--- src/rtl/mem_arb_pkg.sv ---
// Shared types for the request arbiter: channel id width and tuser encodings.
// A channel id fits the largest supported channel count so sub-blocks agree on width.
package mem_arb_pkg;
  localparam int MAX_CH = 8;
  typedef logic [$clog2(MAX_CH)-1:0] ch_id_t;
  localparam logic TUSER_WRITE = 1'b1;
  localparam logic TUSER_READ  = 1'b0;
endpackage

--- src/rtl/order_fifo.sv ---
// Purpose: in-order record of which channel issued each outstanding read.
// Latency: push visible at head next cycle. Backpressure: push ignored when full, pop ignored when empty.
module order_fifo
  import mem_arb_pkg::*;
#(
  parameter int DEPTH = 8,
  localparam int AW = $clog2(DEPTH)
) (
  input  logic        clk_in,
  input  logic        rst_in,
  input  logic        push,
  input  ch_id_t      push_id,
  input  logic        pop,
  output ch_id_t      head_id,
  output logic        full,
  output logic        empty,
  output logic [AW:0] count
);

  localparam logic [AW:0] FULL_CNT = (AW+1)'(DEPTH);

  ch_id_t        mem [DEPTH];
  logic [AW-1:0] wr_ptr;
  logic [AW-1:0] rd_ptr;
  logic          do_push;
  logic          do_pop;

  assign full    = (count == FULL_CNT);
  assign empty   = (count == '0);
  assign do_push = push && !full;
  assign do_pop  = pop && !empty;
  assign head_id = mem[rd_ptr];

  always_ff @(posedge clk_in) begin
    if (do_push) begin
      mem[wr_ptr] <= push_id;
    end
  end

  // Pointers wrap naturally because DEPTH is a power of two.
  always_ff @(posedge clk_in) begin
    if (rst_in) begin
      wr_ptr <= '0;
      rd_ptr <= '0;
      count  <= '0;
    end else begin
      if (do_push) wr_ptr <= wr_ptr + 1'b1;
      if (do_pop)  rd_ptr <= rd_ptr + 1'b1;
      case ({do_push, do_pop})
        2'b10:   count <= count + 1'b1;
        2'b01:   count <= count - 1'b1;
        default: count <= count;
      endcase
    end
  end

endmodule

--- src/rtl/axis_req_arbiter.sv ---
// Purpose: round-robin merge of NUM_CH req streams onto one mem stream, resps routed back in order.
// Latency: req 1 cycle (output register), resp 0 cycles. Backpressure: reads stall while order FIFO is full;
// writes still pass. Optional per-channel grant counters under REQ_ARB_STATS_EN.
module axis_req_arbiter
  import mem_arb_pkg::*;
#(
  parameter int NUM_CH      = 2,
  parameter int DATA_WIDTH  = 128,
  parameter int ORDER_DEPTH = 8
) (
  input  logic                         clk_in,
  input  logic                         rst_in,
  input  logic [NUM_CH-1:0]            ch_req_axis_valid,
  output logic [NUM_CH-1:0]            ch_req_axis_ready,
  input  logic [NUM_CH-1:0]            ch_req_axis_tuser,
  input  logic [NUM_CH*DATA_WIDTH-1:0] ch_req_axis_data,
  output logic [NUM_CH-1:0]            ch_resp_axis_valid,
  input  logic [NUM_CH-1:0]            ch_resp_axis_ready,
  output logic [NUM_CH-1:0]            ch_resp_axis_tuser,
  output logic [NUM_CH*DATA_WIDTH-1:0] ch_resp_axis_data,
  output logic                         mem_req_axis_valid,
  input  logic                         mem_req_axis_ready,
  output logic                         mem_req_axis_tuser,
  output logic [DATA_WIDTH-1:0]        mem_req_axis_data,
  input  logic                         mem_resp_axis_valid,
  output logic                         mem_resp_axis_ready,
  input  logic                         mem_resp_axis_tuser,
  input  logic [DATA_WIDTH-1:0]        mem_resp_axis_data,
  output logic                         err_orphan_resp,
  output logic [NUM_CH*32-1:0]         grant_count
);

  localparam int CW = $clog2(ORDER_DEPTH) + 1;

  typedef struct packed {
    logic                  user;
    logic [DATA_WIDTH-1:0] dat;
  } req_slot_t;

  req_slot_t           slot_q;
  logic                slot_vld;
  logic                slot_free;
  ch_id_t              rr_ptr;
  logic [NUM_CH-1:0]   elig;
  logic                gnt_vld;
  ch_id_t              gnt_id;
  ch_id_t              hi_id;
  logic                hi_hit;
  logic [NUM_CH-1:0]   gnt_oh;
  req_slot_t           gnt_slot;
  logic                req_hs;
  logic                fifo_push;
  logic                fifo_pop;
  logic                fifo_full;
  logic                fifo_empty;
  ch_id_t              head_id;
  logic [CW-1:0]       fifo_cnt;
  logic                unused_fifo_cnt;

  assign slot_free = !slot_vld || mem_req_axis_ready;

  always_comb begin
    for (int c = 0; c < NUM_CH; c++) begin
      elig[c] = ch_req_axis_valid[c] && (ch_req_axis_tuser[c] == TUSER_WRITE || !fifo_full);
    end
  end

  // Two-pass round robin: lowest eligible id at/after rr_ptr, else lowest eligible overall.
  always_comb begin
    gnt_vld = 1'b0;
    gnt_id  = '0;
    hi_hit  = 1'b0;
    hi_id   = '0;
    for (int c = NUM_CH-1; c >= 0; c--) begin
      if (elig[c]) begin
        gnt_vld = 1'b1;
        gnt_id  = ch_id_t'(c);
        if (ch_id_t'(c) >= rr_ptr) begin
          hi_hit = 1'b1;
          hi_id  = ch_id_t'(c);
        end
      end
    end
    if (hi_hit) gnt_id = hi_id;
  end

  always_comb begin
    gnt_oh   = '0;
    gnt_slot = '0;
    for (int c = 0; c < NUM_CH; c++) begin
      if (gnt_vld && gnt_id == ch_id_t'(c)) begin
        gnt_oh[c]     = 1'b1;
        gnt_slot.user = ch_req_axis_tuser[c];
        gnt_slot.dat  = ch_req_axis_data[c*DATA_WIDTH +: DATA_WIDTH];
      end
    end
  end

  // Ready is held low while in reset so nothing handshakes against a clearing datapath.
  assign ch_req_axis_ready = (slot_free && !rst_in) ? gnt_oh : '0;
  assign req_hs            = gnt_vld && slot_free && !rst_in;
  assign fifo_push         = req_hs && (gnt_slot.user == TUSER_READ);

  always_ff @(posedge clk_in) begin
    if (rst_in) begin
      slot_vld <= 1'b0;
      rr_ptr   <= '0;
    end else begin
      if (slot_free) slot_vld <= req_hs;
      if (req_hs) begin
        slot_q <= gnt_slot;
        rr_ptr <= (gnt_id == ch_id_t'(NUM_CH-1)) ? '0 : gnt_id + 1'b1;
      end
    end
  end

  assign mem_req_axis_valid = slot_vld;
  assign mem_req_axis_tuser = slot_q.user;
  assign mem_req_axis_data  = slot_q.dat;

  order_fifo #(.DEPTH(ORDER_DEPTH)) u_order_fifo (
    .clk_in  (clk_in),
    .rst_in  (rst_in),
    .push    (fifo_push),
    .push_id (gnt_id),
    .pop     (fifo_pop),
    .head_id (head_id),
    .full    (fifo_full),
    .empty   (fifo_empty),
    .count   (fifo_cnt)
  );

  assign unused_fifo_cnt = ^fifo_cnt;

  // With nothing outstanding the response is swallowed so memory never stalls on it.
  always_comb begin
    ch_resp_axis_valid  = '0;
    mem_resp_axis_ready = 1'b1;
    if (!fifo_empty) begin
      mem_resp_axis_ready = 1'b0;
      for (int c = 0; c < NUM_CH; c++) begin
        if (head_id == ch_id_t'(c)) begin
          ch_resp_axis_valid[c] = mem_resp_axis_valid;
          mem_resp_axis_ready   = ch_resp_axis_ready[c];
        end
      end
    end
  end

  assign fifo_pop           = !fifo_empty && mem_resp_axis_valid && mem_resp_axis_ready;
  assign ch_resp_axis_tuser = {NUM_CH{mem_resp_axis_tuser}};
  assign ch_resp_axis_data  = {NUM_CH{mem_resp_axis_data}};

  always_ff @(posedge clk_in) begin
    if (rst_in) begin
      err_orphan_resp <= 1'b0;
    end else if (fifo_empty && mem_resp_axis_valid) begin
      err_orphan_resp <= 1'b1;
    end
  end

`ifdef REQ_ARB_STATS_EN
  logic [NUM_CH-1:0][31:0] cnt_q;

  always_ff @(posedge clk_in) begin
    if (rst_in) begin
      cnt_q <= '0;
    end else begin
      for (int c = 0; c < NUM_CH; c++) begin
        if (req_hs && gnt_oh[c]) cnt_q[c] <= cnt_q[c] + 32'd1;
      end
    end
  end

  assign grant_count = cnt_q;
`else
  assign grant_count = '0;
`endif

endmodule
--- config.mk ---
export PLATFORM = sky130hd
export DESIGN_NAME = axis_req_arbiter
export DESIGN_NICKNAME = d
export VERILOG_FILES = /design/src/rtl/mem_arb_pkg.sv /design/src/rtl/order_fifo.sv /design/src/rtl/axis_req_arbiter.sv
export SDC_FILE = /design/constraint.sdc
export NUM_CORES = 1
export LEC_CHECK = 0
export CORE_AREA = 8 8 322 324
export CTS_CLUSTER_DIAMETER = 150
export CTS_CLUSTER_SIZE = 10
export DETAILED_ROUTE_END_ITERATION = 8
export DIE_AREA = 0 0 330 332
export SYNTH_ARGS = -nofsm -noshare
export SYNTH_HDL_FRONTEND = slang
export SYNTH_SLANG_ARGS = --single-unit
--- constraint.sdc ---
create_clock -name clk_in -period 27.8 [get_ports clk_in]
set_clock_uncertainty 0.15 [all_clocks]
set_input_delay 8.34 -clock clk_in [delete_from_list [all_inputs] [get_ports clk_in]]
set_output_delay 8.34 -clock clk_in [all_outputs]
set_load 0.05 [all_outputs]
Word-level counts from Yosys, hierarchy flattened
Memories as Yosys holds them, arrays and structs flattened. A register that Yosys moved wholly into a read port is not among the register bits. Index checks and enable logic that the tools add are counted. W data, S select, Z words.

Order comparisons: 2. Mux-type cells: 30. $add $sub $neg: 5. Reductions and logical operators: 25. Bitwise logic cells: 2. Equal/unequal tests: 5.

Operator list (count): $mux W129 (2); $mux W3 (7); $mux W1 (18); $logic_and A1 B1 Y1 (13); $add A3 B1 Y3 const B (3); $pmux W4 S2 (1); $eq A3 B1 Y1 const B (2); $ge A1 B3 Y1 const A (2); $logic_not A3 Y1 (2); $add A4 B1 Y4 const B (1); $eq A4 B4 Y1 const B (1); $logic_not A1 Y1 (4); $logic_not A4 Y1 (1); $mux W2 (2); $sub A4 B1 Y4 const B (1); $logic_or A1 B1 Y1 (3); $eq A2 B1 Y1 const B (1); $eq A2 B2 Y1 const B (1); $not A1 Y1 (2); $reduce_and A2 Y1 (1); $reduce_bool A2 Y1 (1).

Bits of input ports: 395. RAM bits: 24. Output and inout port bits: 458. Word-level logic and storage cells: 78. Register bits after elaboration: 144. Memories: 1.

Memory list: u_order_fifo.mem (depth 8, bits a word 3, read ports 1, clocked after Yosys merged registers in 1, write ports 1, RTL line order_fifo.sv:22) `ch_id_t mem [DEPTH];`.

Logic depth before layout (Yosys ltp)
Gate-level depths: netlist of run 1.

Depth after elaboration: 17. Depth in mapped cells: 12. Gate-level depth less buffers: 11.

Modules after synthesis
A second synthesis of run 1 with hierarchy kept.

Cell total of the unflattened synthesis: 749. Area total of the unflattened synthesis: 9394.0 µm².

By module, submodules not included: axis_req_arbiter (area an instance 7825.0 µm², instances 1, seq. area each 3933.8 µm², cells an instance 640); order_fifo (area an instance 1569.0 µm², instances 1, seq. area each 980.9 µm², cells an instance 109).

Least setup slack after synthesis of run 1
OpenSTA, ideal clock, no wires.

Path kind: input port to output port. Start: input port ch_req_axis_tuser[1]. End: output port ch_req_axis_ready[0]. Required time: 19.310 ns. Data arrival time: 9.373 ns. Slack: 9.937 ns. Stages on the path: 3. Path buffers: 0. Path through: o21a_1 -> a21o_1 -> nor2_1.

Longest elaborated chain between the ends: 10. Elaborated cells between the ends (all ways): 17. Classes of those cells: mux (13); reduce/logical (4).

RTL lines: start: declaration (RTL line axis_req_arbiter.sv:15) `input logic [NUM_CH-1:0] ch_req_axis_tuser,`; $logic_or A1 B1 Y1 * (RTL line axis_req_arbiter.sv:64) `elig[c] = ch_req_axis_valid[c] && (ch_req_axis_tuser[c] == TUSER_WRITE || !fifo_full);`; $logic_and A1 B1 Y1 * (RTL line axis_req_arbiter.sv:64); $mux W1 (RTL line axis_req_arbiter.sv:75) `if (elig[c]) begin`; $mux W3 or $mux W1 (tied branches) (RTL line axis_req_arbiter.sv:78) `if (ch_id_t'(c) >= rr_ptr) begin`; $mux W3 or $mux W1 (tied branches) (RTL line axis_req_arbiter.sv:75); $mux W3 (RTL line axis_req_arbiter.sv:84) `if (hi_hit) gnt_id = hi_id;`; $logic_not A3 Y1 (RTL line axis_req_arbiter.sv:91) `if (gnt_vld && gnt_id == ch_id_t'(c)) begin`; $logic_and A1 B1 Y1 * (RTL line axis_req_arbiter.sv:91); $mux W1 * (RTL line axis_req_arbiter.sv:91); $mux W2 * (RTL line axis_req_arbiter.sv:100) `assign ch_req_axis_ready = (slot_free && !rst_in) ? gnt_oh : '0;`; end: declaration (RTL line axis_req_arbiter.sv:14) `output logic [NUM_CH-1:0] ch_req_axis_ready,`.

Mark *: on every way between the ends. The rest lies on a longest branch, timed or not.

Worst setup path in the final report of run 1
Start: input port rst_in. End: output port ch_req_axis_ready[1].

Longest elaborated chain between the ends: 3.

RTL lines: start: declaration (RTL line axis_req_arbiter.sv:12) `input logic rst_in,`; $logic_not A1 Y1 (RTL line axis_req_arbiter.sv:100); $logic_and A1 B1 Y1 (RTL line axis_req_arbiter.sv:100); $mux W2 (RTL line axis_req_arbiter.sv:100).

Every way passes these cells.

==> key figures, run 1 <==
Run status
  – Status: finished, final reports clean

Setup path
  – Crit start category: primary input
  – Worst Setup Path Type: in -> out
  – Critical Path RT: 19.31 ns
  – CP max FO: 15
  – Setup crit end kind: output port
  – Crit path DAT: 10.68 ns

Power
  – Leakage: 4.276 nW
  – Switching share of power: 33.23%
  – Gate power share: 27.7%
  – P_int: 0.0004778 W
  – Pwr dens: 56.13 mW/mm²
  – Peak supply drop: 0.03928 mV
  – Switching power total: 0.0002378 W
  – Clock share of power: 33.6%
  – Sequential power share: 38.7%

Synth
  – Synth area leader: edfxtp_1
  – Register area share after synthesis: 50.45%
  – Synth Warn #: 0
  – Post-synth EDFFs: 137
  – Synthesized area: 0.008790 mm²
  – Area contributors post-synth: edfxtp_1, buf_4, a22o_1
  – Post-Synthesis Cells: 729
  – FFs w/ async S/R, synth: 0%
  – Mean cell area of the mapped netlist: 12.06 µm²
  – Main flop type after synthesis: edfxtp_1
  – Synth top area share: 46.80%
  – Synth Register Bits: 153
  – Yosys cell types: 43

STA
  – Finish-stage setup viols: 0
  – Final worst slack: 8.633 ns
  – Min Tclk post-route: 19.17 ns
  – Fin. Hold Viols: 0
  – Period utilization: 68.95%
  – RSZ-0062 raised after global routing: no
  – Slew Viols, Final: 0
  – Fin Setup TNS: 0 ns
  – WHS: 0.3260 ns
  – Slew @ Worst Pin: 0.9591 ns
  – Highest Clock Rate: 0.05217 GHz
  – Slew margin rel.: 36.06%

Clocking
  – Clk buf depth: 2
  – Worst-path clk slew: 0.07 ns
  – Number of clock buffers inserted by TritonCTS: 17
  – CTS tree: built
  – Worst-Skew Late Latency: 0.46 ns
  – Maximum level of the CTS H-tree: 4
  – Post-CTS Setup Bufs: 0
  – CTS resizes: 0
  – Hold-fix buffers, CTS: 0
  – Sink Count: 153
  – Clock root buffer: clkbuf_16

Global route
  – Total grt overflow: 0
  – Initial antenna violation count: 15
  – First-pass GRT wire length: 66760 µm
  – Vias in the first global route: 6188
  – Largest net degree at the start of global routing: 131
  – GRT Overall Usage: 9.350%

Die
  – Die Height: 332 µm
  – CORE AREA: 0.09898 mm²
  – Core Rows: 116
  – Die area: 0.1096 mm²
  – Chip width: 330 µm
  – Top-Level Pins: 853
  – Starting Density: 8.880%

Detailed routing
  – Initial DRT Pass Iterations: 4
  – Drt total wl: 54080 µm
  – # DRC: 0
  – Post-DR vias/cell: 2.748
  – Starting DRT DRC Count: 257
  – DR vias: 5980
  – ANT nets after route: 0
  – Drt wl/cell: 24.85 µm

Place
  – Post-Place Setup Slack: 8.618 ns
  – Gpl congestion: 0.7456
  – # port buffers: 401
  – Post-DP HPWL: 46480 µm

Worst hold path
  – HP Class: reg -> reg

Cells and area
  – Share of layout cells above drive strength 1: 4.789%
  – Area grow syn2layout: 45.05%
  – Fillers: 11230
  – Final net count: 1264

Flow run
  – Number of max-cap violations: 0
-- stage by stage --
stage	total power (W)	cells	area, µm²	utilization, %
global route	0.0007488	2176	12750	12.88
detailed placement	0.0004834	2143	12170	12.29
global placement	0.0004825	2143	12170	12.29
finish	0.0007156	2176	12750	12.88
CTS	0.0007332	2175	12750	12.88
floorplan	0.0004977	792	9026	-
-- worst max-delay path, cell delays in order --
cell	delay [ns]
clkdlybuf4s50_1	0.72
nand2b_1	0.43
nor2_1	0.30
clkdlybuf4s50_1	0.88
-- layout make-up --
class	instances	area, µm²	area share (%)
inverter	4	20.02	0.1570
timing repair buffer	405	4056	31.82
multi-input combinational	283	2034	15.96
sequential	153	4434	34.78
antenna	1	2.502	0.01963
clock inverter	14	148.9	1.168
tap	1298	1624	12.74
clock buffer	18	429.2	3.366
-- Yosys cell counts (2+ instances only) --
master / number
buf_4: 322
edfxtp_1: 137
a22o_1: 128
buf_2: 28
nor2_1: 17
dfxtp_1: 16
a21oi_1: 8
nand2b_1: 8
nand2_1: 6
ha_1: 5
mux2i_1: 4
o21ai_0: 3
o21ai_1: 3
xor2_1: 3
a31oi_1: 2
and2_1: 2
clkbuf_1: 2
inv_1: 2
inv_2: 2
mux4_1: 2
nand3_1: 2
nor2b_1: 2
nor3_1: 2
nor3_2: 2
or3_1: 2
xnor2_1: 2
-- path summary, 6_finish.rpt --
kind | from | cells past startpoint | end | slack (ns)
min reg2reg | err_orphan_resp | 2 | err_orphan_resp | 0.33
max reg2reg | u_order_fifo.count[0] | 7 | mem_req_axis_data[5] | 24.52
min | err_orphan_resp | 2 | err_orphan_resp | 0.33
max | rst_in | 4 | ch_req_axis_ready[1] | 8.63
-- cells in the final DEF (no fill, tap or decap), drive strengths merged, types with 3 or more instances in the layout --
cell / count
clkbuf: 18
dfxtp: 16
nand2: 6
clkinv: 7
nor3: 4
mux2i: 6
xor2: 3
conb: 64
nor2: 17
buf: 4
ha: 5
inv: 7
edfxtp: 137
clkdlybuf4s50: 401
a21oi: 9
nand2b: 8
o21ai: 7
a22o: 128
-- per-layer routing --
metal	up-vias	part of all wire, %	track usage (%)
li1	2519	-	-
met1	2724	32	8.408
met2	673	45	14.97
met3	64	20	8.336
met4	0	2.8	3.423
met5	-	0	0.3169
-- power groups by stage --
| stage | Clock [W] | Sequential, W | Combinational (W) |
|---|---|---|---|
| after floorplan | 0 | 0.000335 | 0.000163 |
| after global placement | 0 | 0.000282 | 0.000201 |
| after detailed placement | 0 | 0.000282 | 0.000201 |
| after CTS | 0.000254 | 0.000278 | 0.000202 |
| after global routing | 0.000262 | 0.000279 | 0.000208 |
| final | 0.000240 | 0.000277 | 0.000198 |
-- sequential cells by signal (all words and copies together), names as in the netlist, named ones only --
register and count:
u_order_fifo.count 4, u_order_fifo.mem 8, mem_req_axis_data 128, u_order_fifo.rd_ptr 3, mem_req_axis_tuser 1, u_order_fifo.wr_ptr 3, rr_ptr 1, mem_req_axis_valid 1
err_orphan_resp 1
-- logic make-up (layout without fill, tap and decap cells) --
family                   Yosys count  after routing  share of synthesized area (%)
AND/OR/NAND/NOR                   48             48                          2.918
other                              1             65                        0.04266
flip-flops                       153            153                          50.45
AO/OA/AOI/OAI                    153            153                          14.56
buffers and inverters            356            441                          29.35
adder cells (fa/ha/maj)            5              5                         0.7117
multiplexers                       8              8                          1.466
XOR/XNOR                           5              5                         0.4983
Note: power is estimated with default switching activity, not from simulation.
==> inputs of run 2 (changes only) <==
- CORE_AREA: 8 8 322 324 -> 8 8 330 332
- DIE_AREA: 0 0 330 332 -> 0 0 338 340
- clock period: 27.8 -> 17.55 ns (I/O delays scaled with it)
==> key figures, run 2 (synthesized netlist as in run 1, its figures left out) <==
Detailed routing
  – # DRC: 0
  – Starting DRT DRC Count: 210
  – Drt wl/cell: 23.05 µm
  – Drt total wl: 52430 µm
  – Post-DR vias/cell: 2.553
  – DR vias: 5806
  – Initial DRT Pass Iterations: 5
  – ANT nets after route: 0

Setup path
  – Crit. Startpoint: rst_in
  – R2R Path End: mem_req_axis_data[127]
  – CP max FO: 15
  – Worst Setup Path Type: in -> out
  – Worst R2R Setup Slack: 13.77 ns
  – Setup crit end kind: output port
  – Critical Path RT: 12.14 ns
  – Worst r2r src: u_order_fifo.count[0]
  – Crit start category: primary input
  – Crit path DAT: 7.43 ns
  – Worst Reg-to-Reg Cells: 8

Cells and area
  – Area grow syn2layout: 46.39%
  – Non-filler cells, final: 2274
  – Most frequent cells in the layout: clkdlybuf4s50_1, edfxtp_1, a22o_1
  – Fillers: 11770
  – Final net count: 1265
  – Max reg flops: 128
  – Share of layout cells above drive strength 1: 5.239%
  – Most common cell after layout, fill and taps aside: clkdlybuf4s50_1

STA
  – Finish-stage setup viols: 0
  – Slew Viols, Final: 0
  – Min Tclk post-route: 12.85 ns
  – WHS: 0.3461 ns
  – Fin. Hold Viols: 0
  – Highest Clock Rate: 0.07784 GHz
  – Slew margin rel.: 35.08%
  – RSZ-0062 raised after global routing: no
  – Fin Setup TNS: 0 ns
  – Final worst slack: 4.703 ns
  – Slew @ Worst Pin: 0.9716 ns
  – Period utilization: 73.20%

Flow run
  – Number of max-cap violations: 0

Place
  – Gpl congestion: 0.7579
  – Post-DP HPWL: 45400 µm
  – # port buffers: 401
  – Dpl cells: 2237
  – Post-Place Setup Slack: 4.678 ns

Worst hold path
  – Hold path endpoint: err_orphan_resp
  – WHS Path Cells: 2
  – HP Class: reg -> reg
  – Worst hold start: err_orphan_resp

Clocking
  – Number of clock buffers inserted by TritonCTS: 17
  – Post-CTS Setup Bufs: 0
  – Maximum level of the CTS H-tree: 4
  – CTS resizes: 0
  – Clock root buffer: clkbuf_16
  – CTS tree: built
  – Sink Count: 153
  – Clk buf depth: 2
  – Hold-fix buffers, CTS: 0
  – Worst-path clk slew: 0.06 ns
  – Worst-Skew Late Latency: 0.47 ns

Global route
  – GRT Overall Usage: 8.579%
  – First-pass GRT wire length: 64000 µm
  – Total grt overflow: 0
  – Vias in the first global route: 6039
  – Initial antenna violation count: 11
  – Largest net degree at the start of global routing: 103

Die
  – Die area: 0.1149 mm²
  – Die Height: 340 µm
  – Core Rows: 119
  – CORE AREA: 0.1041 mm²
  – Top-Level Pins: 853
  – Chip width: 338 µm
  – Starting Density: 8.445%

Power
  – Pwr dens: 87.27 mW/mm²
  – Peak supply drop: 0.04827 mV
  – PnR Total Power: 0.001123 W
  – Leakage: 4.276 nW

Run status
  – Status: finished, final reports clean
## run 2: cell type report
cell class / instances / area, µm² / share of cell area [%]
timing repair buffer: 406 / 4064 / 31.58
clock buffer: 17 / 425.4 / 3.306
antenna: 5 / 12.51 / 0.09724
sequential: 153 / 4434 / 34.46
multi-input combinational: 283 / 2034 / 15.81
inverter: 4 / 17.52 / 0.1361
tap: 1391 / 1740 / 13.53
clock inverter: 15 / 138.9 / 1.079
## run 2: routing by layer
layer	share of wire, %	vias up	GRT usage, %
li1	-	2534	-
met1	28	2581	7.104
met2	44	637	13.27
met3	25	54	9.643
met4	2.1	0	2.669
met5	0	-	0
## run 2: worst max path at each step
| stage | to | slack [ns] | cells past startpoint |
|---|---|---|---|
| after global routing | ch_req_axis_ready[0] | 4.58 | 4 |
| after CTS | ch_req_axis_ready[0] | 4.67 | 4 |
| after floorplan | mem_req_axis_data[0] | 4.95 | 3 |
| after detailed placement | ch_req_axis_ready[0] | 4.68 | 4 |
| after global placement | ch_req_axis_ready[0] | 4.68 | 4 |
| final | ch_req_axis_ready[0] | 4.70 | 4 |
## run 2: through the flow
stage / utilization (%) / instance area, µm²
after floorplan: - / 9026
after global placement: 11.81 / 12290
after detailed placement: 11.81 / 12290
after CTS: 12.35 / 12850
after global routing: 12.35 / 12860
final: 12.36 / 12870
## run 2: power breakdown
part / switching, W / internal (W) / leakage [nW] / total, W
logic: 0.000191 / 0.000117 / 2.56 / 0.000308
registers: 0.00000985 / 0.000430 / 1.44 / 0.000440
clock network: 0.000178 / 0.000197 / 0.270 / 0.000375
total: 0.000379 / 0.000744 / 4.28 / 0.00112
## run 2: critical path: stages
cell and delay (ns):
clkdlybuf4s50_1 0.71, nand2b_1 0.42, nor2_1 0.19, clkdlybuf4s50_1 0.84
